--- src/rtl/hamming_route_pkg.sv ---
// Shared types and helpers for the Hamming route stage.
// HAMMING_SECDED_EN adds an overall parity bit to the codeword.
package hamming_route_pkg;

`ifdef HAMMING_SECDED_EN
  localparam int FLIT_W = 15;
`else
  localparam int FLIT_W = 14;
`endif

  localparam int ADDR_W = 7;
  localparam int CODE_W = FLIT_W - ADDR_W;
  localparam int DIR_W  = 3;

  localparam int DX_HI  = 6;
  localparam int DX_LO  = 4;
  localparam int DY_HI  = 3;
  localparam int DY_LO  = 1;
  localparam int TC_BIT = 0;

  typedef enum logic [DIR_W-1:0] {
    DIR_LOCAL = 3'd0,
    DIR_EAST  = 3'd1,
    DIR_WEST  = 3'd2,
    DIR_NORTH = 3'd3,
    DIR_SOUTH = 3'd4
  } dir_t;

  // Bit i of the 7-bit code is Hamming position i+1.
  function automatic logic [CODE_W-1:0] hamming_encode(
    input logic [3:0] d
  );
    logic p1, p2, p3;
    logic [6:0] cw;
    p1 = d[0] ^ d[1] ^ d[3];
    p2 = d[0] ^ d[2] ^ d[3];
    p3 = d[1] ^ d[2] ^ d[3];
    cw = {d[3], d[2], d[1], p3, d[0], p2, p1};
`ifdef HAMMING_SECDED_EN
    return {^cw, cw};
`else
    return cw;
`endif
  endfunction

endpackage

--- src/rtl/hamming_route_stage_route_fifo.sv ---
// Synchronous FIFO with occupancy count; head driven from storage.
// Configuration: HAMMING_SECDED_EN only affects WIDTH via the top.
module route_fifo #(
  parameter int DEPTH = 4,
  parameter int WIDTH = 8
) (
  input  logic                   clk,
  input  logic                   rst_n,
  input  logic                   push_i,
  input  logic                   pop_i,
  input  logic [WIDTH-1:0]       wdata_i,
  output logic [WIDTH-1:0]       rdata_o,
  output logic                   full_o,
  output logic                   empty_o,
  output logic [$clog2(DEPTH):0] count_o
);

  localparam int AW = $clog2(DEPTH);

  logic [WIDTH-1:0] mem_q [DEPTH];
  logic [AW-1:0]    wptr_q, wptr_d;
  logic [AW-1:0]    rptr_q, rptr_d;
  logic [AW:0]      cnt_q, cnt_d;
  logic [AW-1:0]    head_idx;
  logic             do_push, do_pop;

  assign full_o  = (cnt_q == (AW+1)'(DEPTH));
  assign empty_o = (cnt_q == '0);
  assign count_o = cnt_q;

  assign do_push = push_i && !full_o;
  assign do_pop  = pop_i && !empty_o;

  always_comb begin
    wptr_d = wptr_q;
    rptr_d = rptr_q;
    cnt_d  = cnt_q;
    if (do_push) wptr_d = wptr_q + AW'(1);
    if (do_pop)  rptr_d = rptr_q + AW'(1);
    unique case ({do_push, do_pop})
      2'b10:   cnt_d = cnt_q + (AW+1)'(1);
      2'b01:   cnt_d = cnt_q - (AW+1)'(1);
      default: cnt_d = cnt_q;
    endcase
  end

  always_ff @(posedge clk or negedge rst_n) begin
    if (!rst_n) begin
      wptr_q <= '0;
      rptr_q <= '0;
      cnt_q  <= '0;
    end else begin
      wptr_q <= wptr_d;
      rptr_q <= rptr_d;
      cnt_q  <= cnt_d;
    end
  end

  always_ff @(posedge clk or negedge rst_n) begin
    if (!rst_n) begin
      for (int i = 0; i < DEPTH; i++) mem_q[i] <= '0;
    end else if (do_push) begin
      mem_q[wptr_q] <= wdata_i;
    end
  end

  // When empty, show the slot just popped so the last head holds.
  assign head_idx = empty_o ? rptr_q - AW'(1) : rptr_q;
  assign rdata_o  = mem_q[head_idx];

endmodule

--- src/rtl/hamming_route_stage.sv ---
// Joins address and payload, Hamming-encodes, XY-routes, buffers.
// Configuration: HAMMING_SECDED_EN selects 8-bit SECDED code.
module hamming_route_stage
  import hamming_route_pkg::*;
#(
  parameter int DEPTH = 4,
  parameter int MY_X  = 1,
  parameter int MY_Y  = 1
) (
  input  logic                   clk,
  input  logic                   rst_n,
  input  logic                   addr_valid,
  output logic                   addr_ready,
  input  logic [ADDR_W-1:0]      addr_in,
  input  logic                   data_valid,
  output logic                   data_ready,
  input  logic [3:0]             data_in,
  output logic                   out_valid,
  input  logic                   out_ready,
  output logic [FLIT_W-1:0]      out_flit,
  output logic [DIR_W-1:0]       out_dir,
  output logic [$clog2(DEPTH):0] occupancy
);

  localparam logic [2:0] MX = MY_X[2:0];
  localparam logic [2:0] MY = MY_Y[2:0];

  logic                    full, empty;
  logic                    in_ok, push, pop;
  logic [2:0]              dst_x, dst_y;
  dir_t                    dir;
  logic [CODE_W-1:0]       code;
  logic [FLIT_W+DIR_W-1:0] wdata, rdata;

  // Readies use pre-pop full so they never depend on out_ready.
  assign in_ok      = rst_n && !full;
  assign addr_ready = data_valid && in_ok;
  assign data_ready = addr_valid && in_ok;
  assign push       = addr_valid && data_valid && in_ok;

  assign out_valid = !empty;
  assign pop       = out_valid && out_ready;

  assign dst_x = addr_in[DX_HI:DX_LO];
  assign dst_y = addr_in[DY_HI:DY_LO];

  always_comb begin
    dir = DIR_LOCAL;
    unique case (1'b1)
      (dst_x > MX):                 dir = DIR_EAST;
      (dst_x < MX):                 dir = DIR_WEST;
      (dst_x == MX && dst_y > MY):  dir = DIR_NORTH;
      (dst_x == MX && dst_y < MY):  dir = DIR_SOUTH;
      default:                      dir = DIR_LOCAL;
    endcase
  end

  assign code  = hamming_encode(data_in);
  assign wdata = {addr_in, code, dir};

  route_fifo #(
    .DEPTH (DEPTH),
    .WIDTH (FLIT_W + DIR_W)
  ) u_fifo (
    .clk     (clk),
    .rst_n   (rst_n),
    .push_i  (push),
    .pop_i   (pop),
    .wdata_i (wdata),
    .rdata_o (rdata),
    .full_o  (full),
    .empty_o (empty),
    .count_o (occupancy)
  );

  assign out_flit = rdata[FLIT_W+DIR_W-1:DIR_W];
  assign out_dir  = rdata[DIR_W-1:0];

endmodule

--- config.mk ---
export PLATFORM = sky130hd
export DESIGN_NAME = hamming_route_stage
export DESIGN_NICKNAME = d
export VERILOG_FILES = /design/src/rtl/hamming_route_pkg.sv /design/src/rtl/hamming_route_stage_route_fifo.sv /design/src/rtl/hamming_route_stage.sv
export SDC_FILE = /design/constraint.sdc
export NUM_CORES = 1
export LEC_CHECK = 0
export CORE_AREA = 2 2 101 103
export CTS_CLUSTER_DIAMETER = 100
export DETAILED_ROUTE_END_ITERATION = 7
export DIE_AREA = 0 0 103 105
export GPL_TIMING_DRIVEN = 0
export PLACE_DENSITY = 0.67
export SLEW_MARGIN = 10
export SYNTH_ARGS = -nofsm -noshare
export SYNTH_HDL_FRONTEND = slang
export SYNTH_SLANG_ARGS = --single-unit
--- constraint.sdc ---
create_clock -name clk -period 2.58 [get_ports clk]
set_clock_uncertainty 0.2 [all_clocks]
set_input_delay 0.258 -clock clk [delete_from_list [all_inputs] [get_ports clk]]
set_output_delay 0.258 -clock clk [all_outputs]
set_load 0.03 [all_outputs]
* Yosys cells after proc, flatten, opt, wreduce, memory -nomap -nowiden *
Cells that the tools add are included.

storage, ports and cells
  logic and storage cells = 55
  bits of input ports = 16
  flip-flop bits (word level) = 75
  output and inout bits = 23

cells by class
  reductions and logical operators = 15
  order comparisons = 7
  eq/ne operators = 4
  multiplexer cells = 9
  add/subtract/negate cells = 5
  bitwise logic cells = 8

operators with widths
  kind                 number
  $bwmux 68            1
  $mux 17              3
  $bmux 17 s2          1
  $demux 17 s2         1
  $pmux 3 s4           1
  $logic_and 1x1->1    11
  $lt 3x1->1 const B   3
  $ge 3x3->1 const B   2
  $gt 3x1->1 const B   2
  $not 2->3            2
  $pmux 3 s2           1
  $xor 1x1->1          6
  $add 2x1->2 const B  2
  $add 3x1->3 const B  1
  $eq 3x1->1 const B   1
  $eq 3x3->1 const B   1
  $logic_not 3->1      1
  $sub 3x1->3 const B  1
  $eq 2x1->1 const B   1
  $eq 2x2->1 const B   1
  $logic_not 1->1      2
  $mux 2               1
  $reduce_bool 2->1    1
  $sub 2x1->2 const B  1

* Depth between registers and ports, before layout *
  word-level depth = 7
  mapped depth = 11

* By module *
From an unflattened synthesis, not the netlist that was laid out.

second synthesis, totals
  cell total of the unflattened synthesis = 373
  area, all modules = 4304.1 µm²

modules (own cells, without submodules)
  module               cells an instance  area each (µm²)  instances
  route_fifo           357                4185.3           1
  hamming_route_stage  16                 118.9            1

* Worst setup path after synthesis *
OpenSTA, ideal clock, no wires.

  kind = reg2reg
  start point = register u_fifo.cnt_q[0], in the netlist u_fifo.count_o[0]
  end point = register u_fifo.cnt_q[2], in the netlist u_fifo.count_o[2]
  arrival time = 2.296 ns
  slack = -0.055 ns
  library setup time = 0.139 ns
  cell stages (with the launch flop) = 12
  cell sequence = dfrtp_1 nor3_4 inv_2 buf_6 buf_4 and2_1 ha_1 inv_1 fa_1 xor2_1 nor2_1 xor2_1

on the way
  elaborated cells between the ends (all ways) = 15
  classes of those cells = add/sub: 2; eq/ne: 3; mux: 1; reduce/logical: 9

RTL lines
  element                                                 line                                  text
  start, declared                                         hamming_route_stage_route_fifo.sv:23  logic [AW:0] cnt_q, cnt_d;
  start signal, assigned                                  hamming_route_stage_route_fifo.sv:55  cnt_q <= cnt_d;
  $logic_not 3->1 *                                       hamming_route_stage_route_fifo.sv:28  assign empty_o = (cnt_q == '0);
  $logic_not 1->1 *                                       hamming_route_stage.sv:41             assign out_valid = !empty;
  named net out_valid                                     hamming_route_stage.sv:18             output logic out_valid,
  $logic_and 1x1->1                                       hamming_route_stage.sv:42             assign pop = out_valid && out_ready;
  $logic_and 1x1->1 *                                     hamming_route_stage_route_fifo.sv:32  assign do_pop = pop_i && !empty_o;
  named net u_fifo.do_pop                                 hamming_route_stage_route_fifo.sv:25  logic do_push, do_pop;
  $eq 2x1->1 / $eq 2x2->1 (equally long branches)         hamming_route_stage_route_fifo.sv:40  unique case ({do_push, do_pop})
  $pmux 3 s2 / $reduce_bool 2->1 (equally long branches)  -

The timed path passes the listed nets; every way through them passes the cells marked *.
A chain may end at the register's enable or synchronous reset.

* Worst setup path in the final report *
  start point = register u_fifo.cnt_q[1], in the netlist u_fifo.count_o[1]
  end point = output port out_flit[3]

on the way
  cells in the longest elaborated chain, start to end = 6

RTL lines
  element                                     line                                  text
  $logic_not 3->1                             hamming_route_stage_route_fifo.sv:28
  $mux 2                                      hamming_route_stage_route_fifo.sv:68  assign head_idx = empty_o ? rptr_q - AW'(1) : rptr_q;
  $not 2->3 (not written as such)             hamming_route_stage_route_fifo.sv:69  assign rdata_o = mem_q[head_idx];
  $bmux 17 s2                                 hamming_route_stage_route_fifo.sv:69
  $mux 17 (not written as such) (2 in a row)  hamming_route_stage_route_fifo.sv:69
  end, declared                               hamming_route_stage.sv:20             output logic [FLIT_W-1:0] out_flit,

No other way between the ends. The select of a mux whose other input is x is not followed.

==> flow_summary.yaml <==
pwr:
  leakage_nw: 2.38
  p_int_mw: 4.58
  seq_power_share: 0.273
  power.density_nw_per_um2: 1470
  p_sw_frac: 0.414
  ir_worst_vdd_mv: 0.853
  p_sw_mw: 3.23
  power_frac_clock: 0.116
  combinationalPowerShare: 0.611
drt:
  ant_nets: 0
  via_per_inst: 5.27
  drcViolationCount: 0
  drtIter0Drc: 90
  via_count: 2817
  wl_per_cell_um: 17.7
  first_pass_iters: 4
  totalWireLength_um: 9480
setup_path:
  slowest_delay_ns: 0.48
  critPathSlowestCell: "mux4_2"
  end_kind: "primary output"
  start_kind: "flop"
  worstSetupPathType: "flop to primary output"
  worst-path-buf-inv: 6
  cp.required_ns: 2.12
  critPathTopFamily: "buffers and inverters"
  worstPathArrival_ns: 2.18
  cp_cell_sequence: "nor3_4 > buf_12 > buf_6 > inv_4 > buf_12 > buf_8 > nor2_1 > mux4_2 > a21oi_2 > buf_6"
  critPathMaxFanout: 8
layout:
  layout.nets: 420
  design_area_um2: 5330
  diodes: 0
  mostFrequentLayoutCells: "dfrtp_1 (72), mux2_2 (68), nor2_1 (53)"
  layout_commonest_cell: "dfrtp_1"
  layout-drive-gt1-share: 0.498
  final_cells: 535
  area_growth_pct: 30.7
timing:
  rsz0062_at_grt: "true"
  max_freq_mhz: 380
  post-route-period-util: 1.02
  worst_slack_ns: -0.0534
  setup_violations: 15
  period_minus_slack_ns: 2.63
  hold_viol_final: 0
  slew_headroom: 0.366
  tightest_slew_ns: 0.948
  slew_viol_final: 0
global_route:
  grt_pass1_vias: 3088
  grt_usage: 0.189
  gr-total-overflow: 0
  grt_start_max_net_pins: 55
  antenna_found_initial: 1
  grt_pass1_wl_um: 15400
clock_tree:
  path_clk_slew_ns: 0.08
  clk_latency_ns: 0.36
  cts.sinks: 75
  tritoncts: "built"
  cts_buffers: 9
  clock_path_buffers: 2
  cts_max_level: 3
  clockRootBuffer: "clkbuf_8"
synth:
  async_flop_share: 1.00
  netlist_area_um2: 4080
  synth_ff_type: "dfrtp_1"
  yosysSeqAreaShare: 0.460
  syn_nets: 354
  yosys_warnings: 0
  synth_edf_count: 0
  synth-seq-cells: 75
  synth.distinct_cells: 33
  syn_inst: 332
  avgSynthCellArea_um2: 12.3
die:
  ios: 39
  rows: 36
  dieArea_um2: 10800
  die_width_um: 103
  design.core.area_um2: 9640
  die_y_um: 105
  start_util: 0.423
placed_design:
  gp_congestion: 0.750
  pre_cts_ws_ns: -0.550
  dp_hpwl_um: 6100
  placedCellCount: 504
  dpl-instance-area_um2: 4650
  io_buffers: 38
worst_hold_path:
  hp-class: "primary input to async pin"
status:
  outcome: "finished, violations left"
  violations: "setup timing"
flow_run:
  max_cap_viol_count: 0
what timing repair did:
item | 4_1_cts | 5_1_grt
setup buffers | 9 | 2
endpoints found under the setup margin | 20 | 19
hold buffers | 5 | 0
cloned | 1 | 1
resized for setup | 157 | 28
endpoints found under the hold margin | 75 | 0
pin swaps | 2 | 2
synthesized netlist by cell type, types with 3 or more instances:
library cell  count  area share
xnor2_1           9       0.019
mux2i_1          18       0.044
nand2_4           4       0.011
dfrtp_1          75        0.46
inv_1             7      0.0064
ha_1              5       0.015
buf_6             5       0.014
a21oi_2           3      0.0064
clkbuf_1          5      0.0046
a21oi_1          13       0.016
xor2_1            3      0.0064
mux4_2           16       0.088
buf_2             4      0.0049
nor2_1           68       0.063
nand2_1           5      0.0046
mux2_2           68        0.19
buf_4             5      0.0092
kinds of logic (layout without fill, tap and decap cells):
family          Yosys count  in the layout  synth area share
mux                     102            102             0.320
simple gates             87             87            0.0994
flops                    75             75             0.460
buf+inv                  28             98            0.0408
compound gates           22             22            0.0331
xor+xnor                 12             12            0.0258
fa+ha+maj                 6              6            0.0203
state kept, by name, indices dropped and copies added (netlist names):
| signal | flops |
|---|---|
| u_fifo.mem_q | 68 |
| u_fifo.count_o | 3 |
| u_fifo.rptr_q | 2 |
| u_fifo.wptr_q | 2 |
layout make-up:
class / instances / area (µm²)
sequential: 75 / 1880
tap: 133 / 166
timing repair buffer: 56 / 686
multi-input combinational: 229 / 2200
fill: 862 / 4310
buffer: 19 / 178
clock buffer: 11 / 141
clock inverter: 4 / 51.3
inverter: 8 / 32.5
path summary, 6_finish.rpt:
| kind | startpoint | endpoint | slack [ns] | cells past startpoint |
|---|---|---|---|---|
| worst max-delay path | u_fifo.count_o[1] | out_flit[3] | -0.05 | 10 |
| worst min-delay path | rst_n | u_fifo.mem_q[13] | 0.05 | 6 |
| worst max register to register | u_fifo.count_o[0] | u_fifo.count_o[2] | 0.10 | 11 |
| worst min register to register | u_fifo.mem_q[30] | u_fifo.mem_q[30] | 0.31 | 1 |
| max in group asynchronous | rst_n | u_fifo.mem_q[41] | 0.94 | 5 |
| min in group clk | u_fifo.mem_q[30] | u_fifo.mem_q[30] | 0.31 | 1 |
worst min-delay path, stage by stage:
cell	delay, ns
buf_4	0.09
buf_12	0.09
buf_12	0.09
buf_12	0.09
buf_16	0.12
buf_16	0.26
power by group through the flow:
stage               clock network (mW)  logic (mW)  registers (mW)
finish                           0.906        4.78            2.13
global route                     0.987        5.11            2.20
detailed placement                   0        4.05            2.12
CTS                              0.930        4.65            2.10
global placement                     0        3.97            2.08
floorplan                            0        2.79            2.07
metrics by stage:
step	utilization	TNS (ns)	hold slack, ns	power (mW)
after CTS	0.539	-0.618	0.0609	7.68
after global routing	0.553	-2.11	0.0648	8.29
after detailed placement	0.483	-7.65	-0.0219	6.17
after floorplan	-	0	-0.238	4.86
after global placement	0.480	-304.49	0.286	6.05
final	0.553	-0.394	0.0467	7.81
routing by layer:
layer,global-route usage,share of wire,vias to the layer above
met4,0.0583,0.013,0
met1,0.250,0.45,1464
met2,0.308,0.51,48
met5,0,0,-
li1,-,-,1294
met3,0.0388,0.031,11
(Power assumes the default switching activity.)
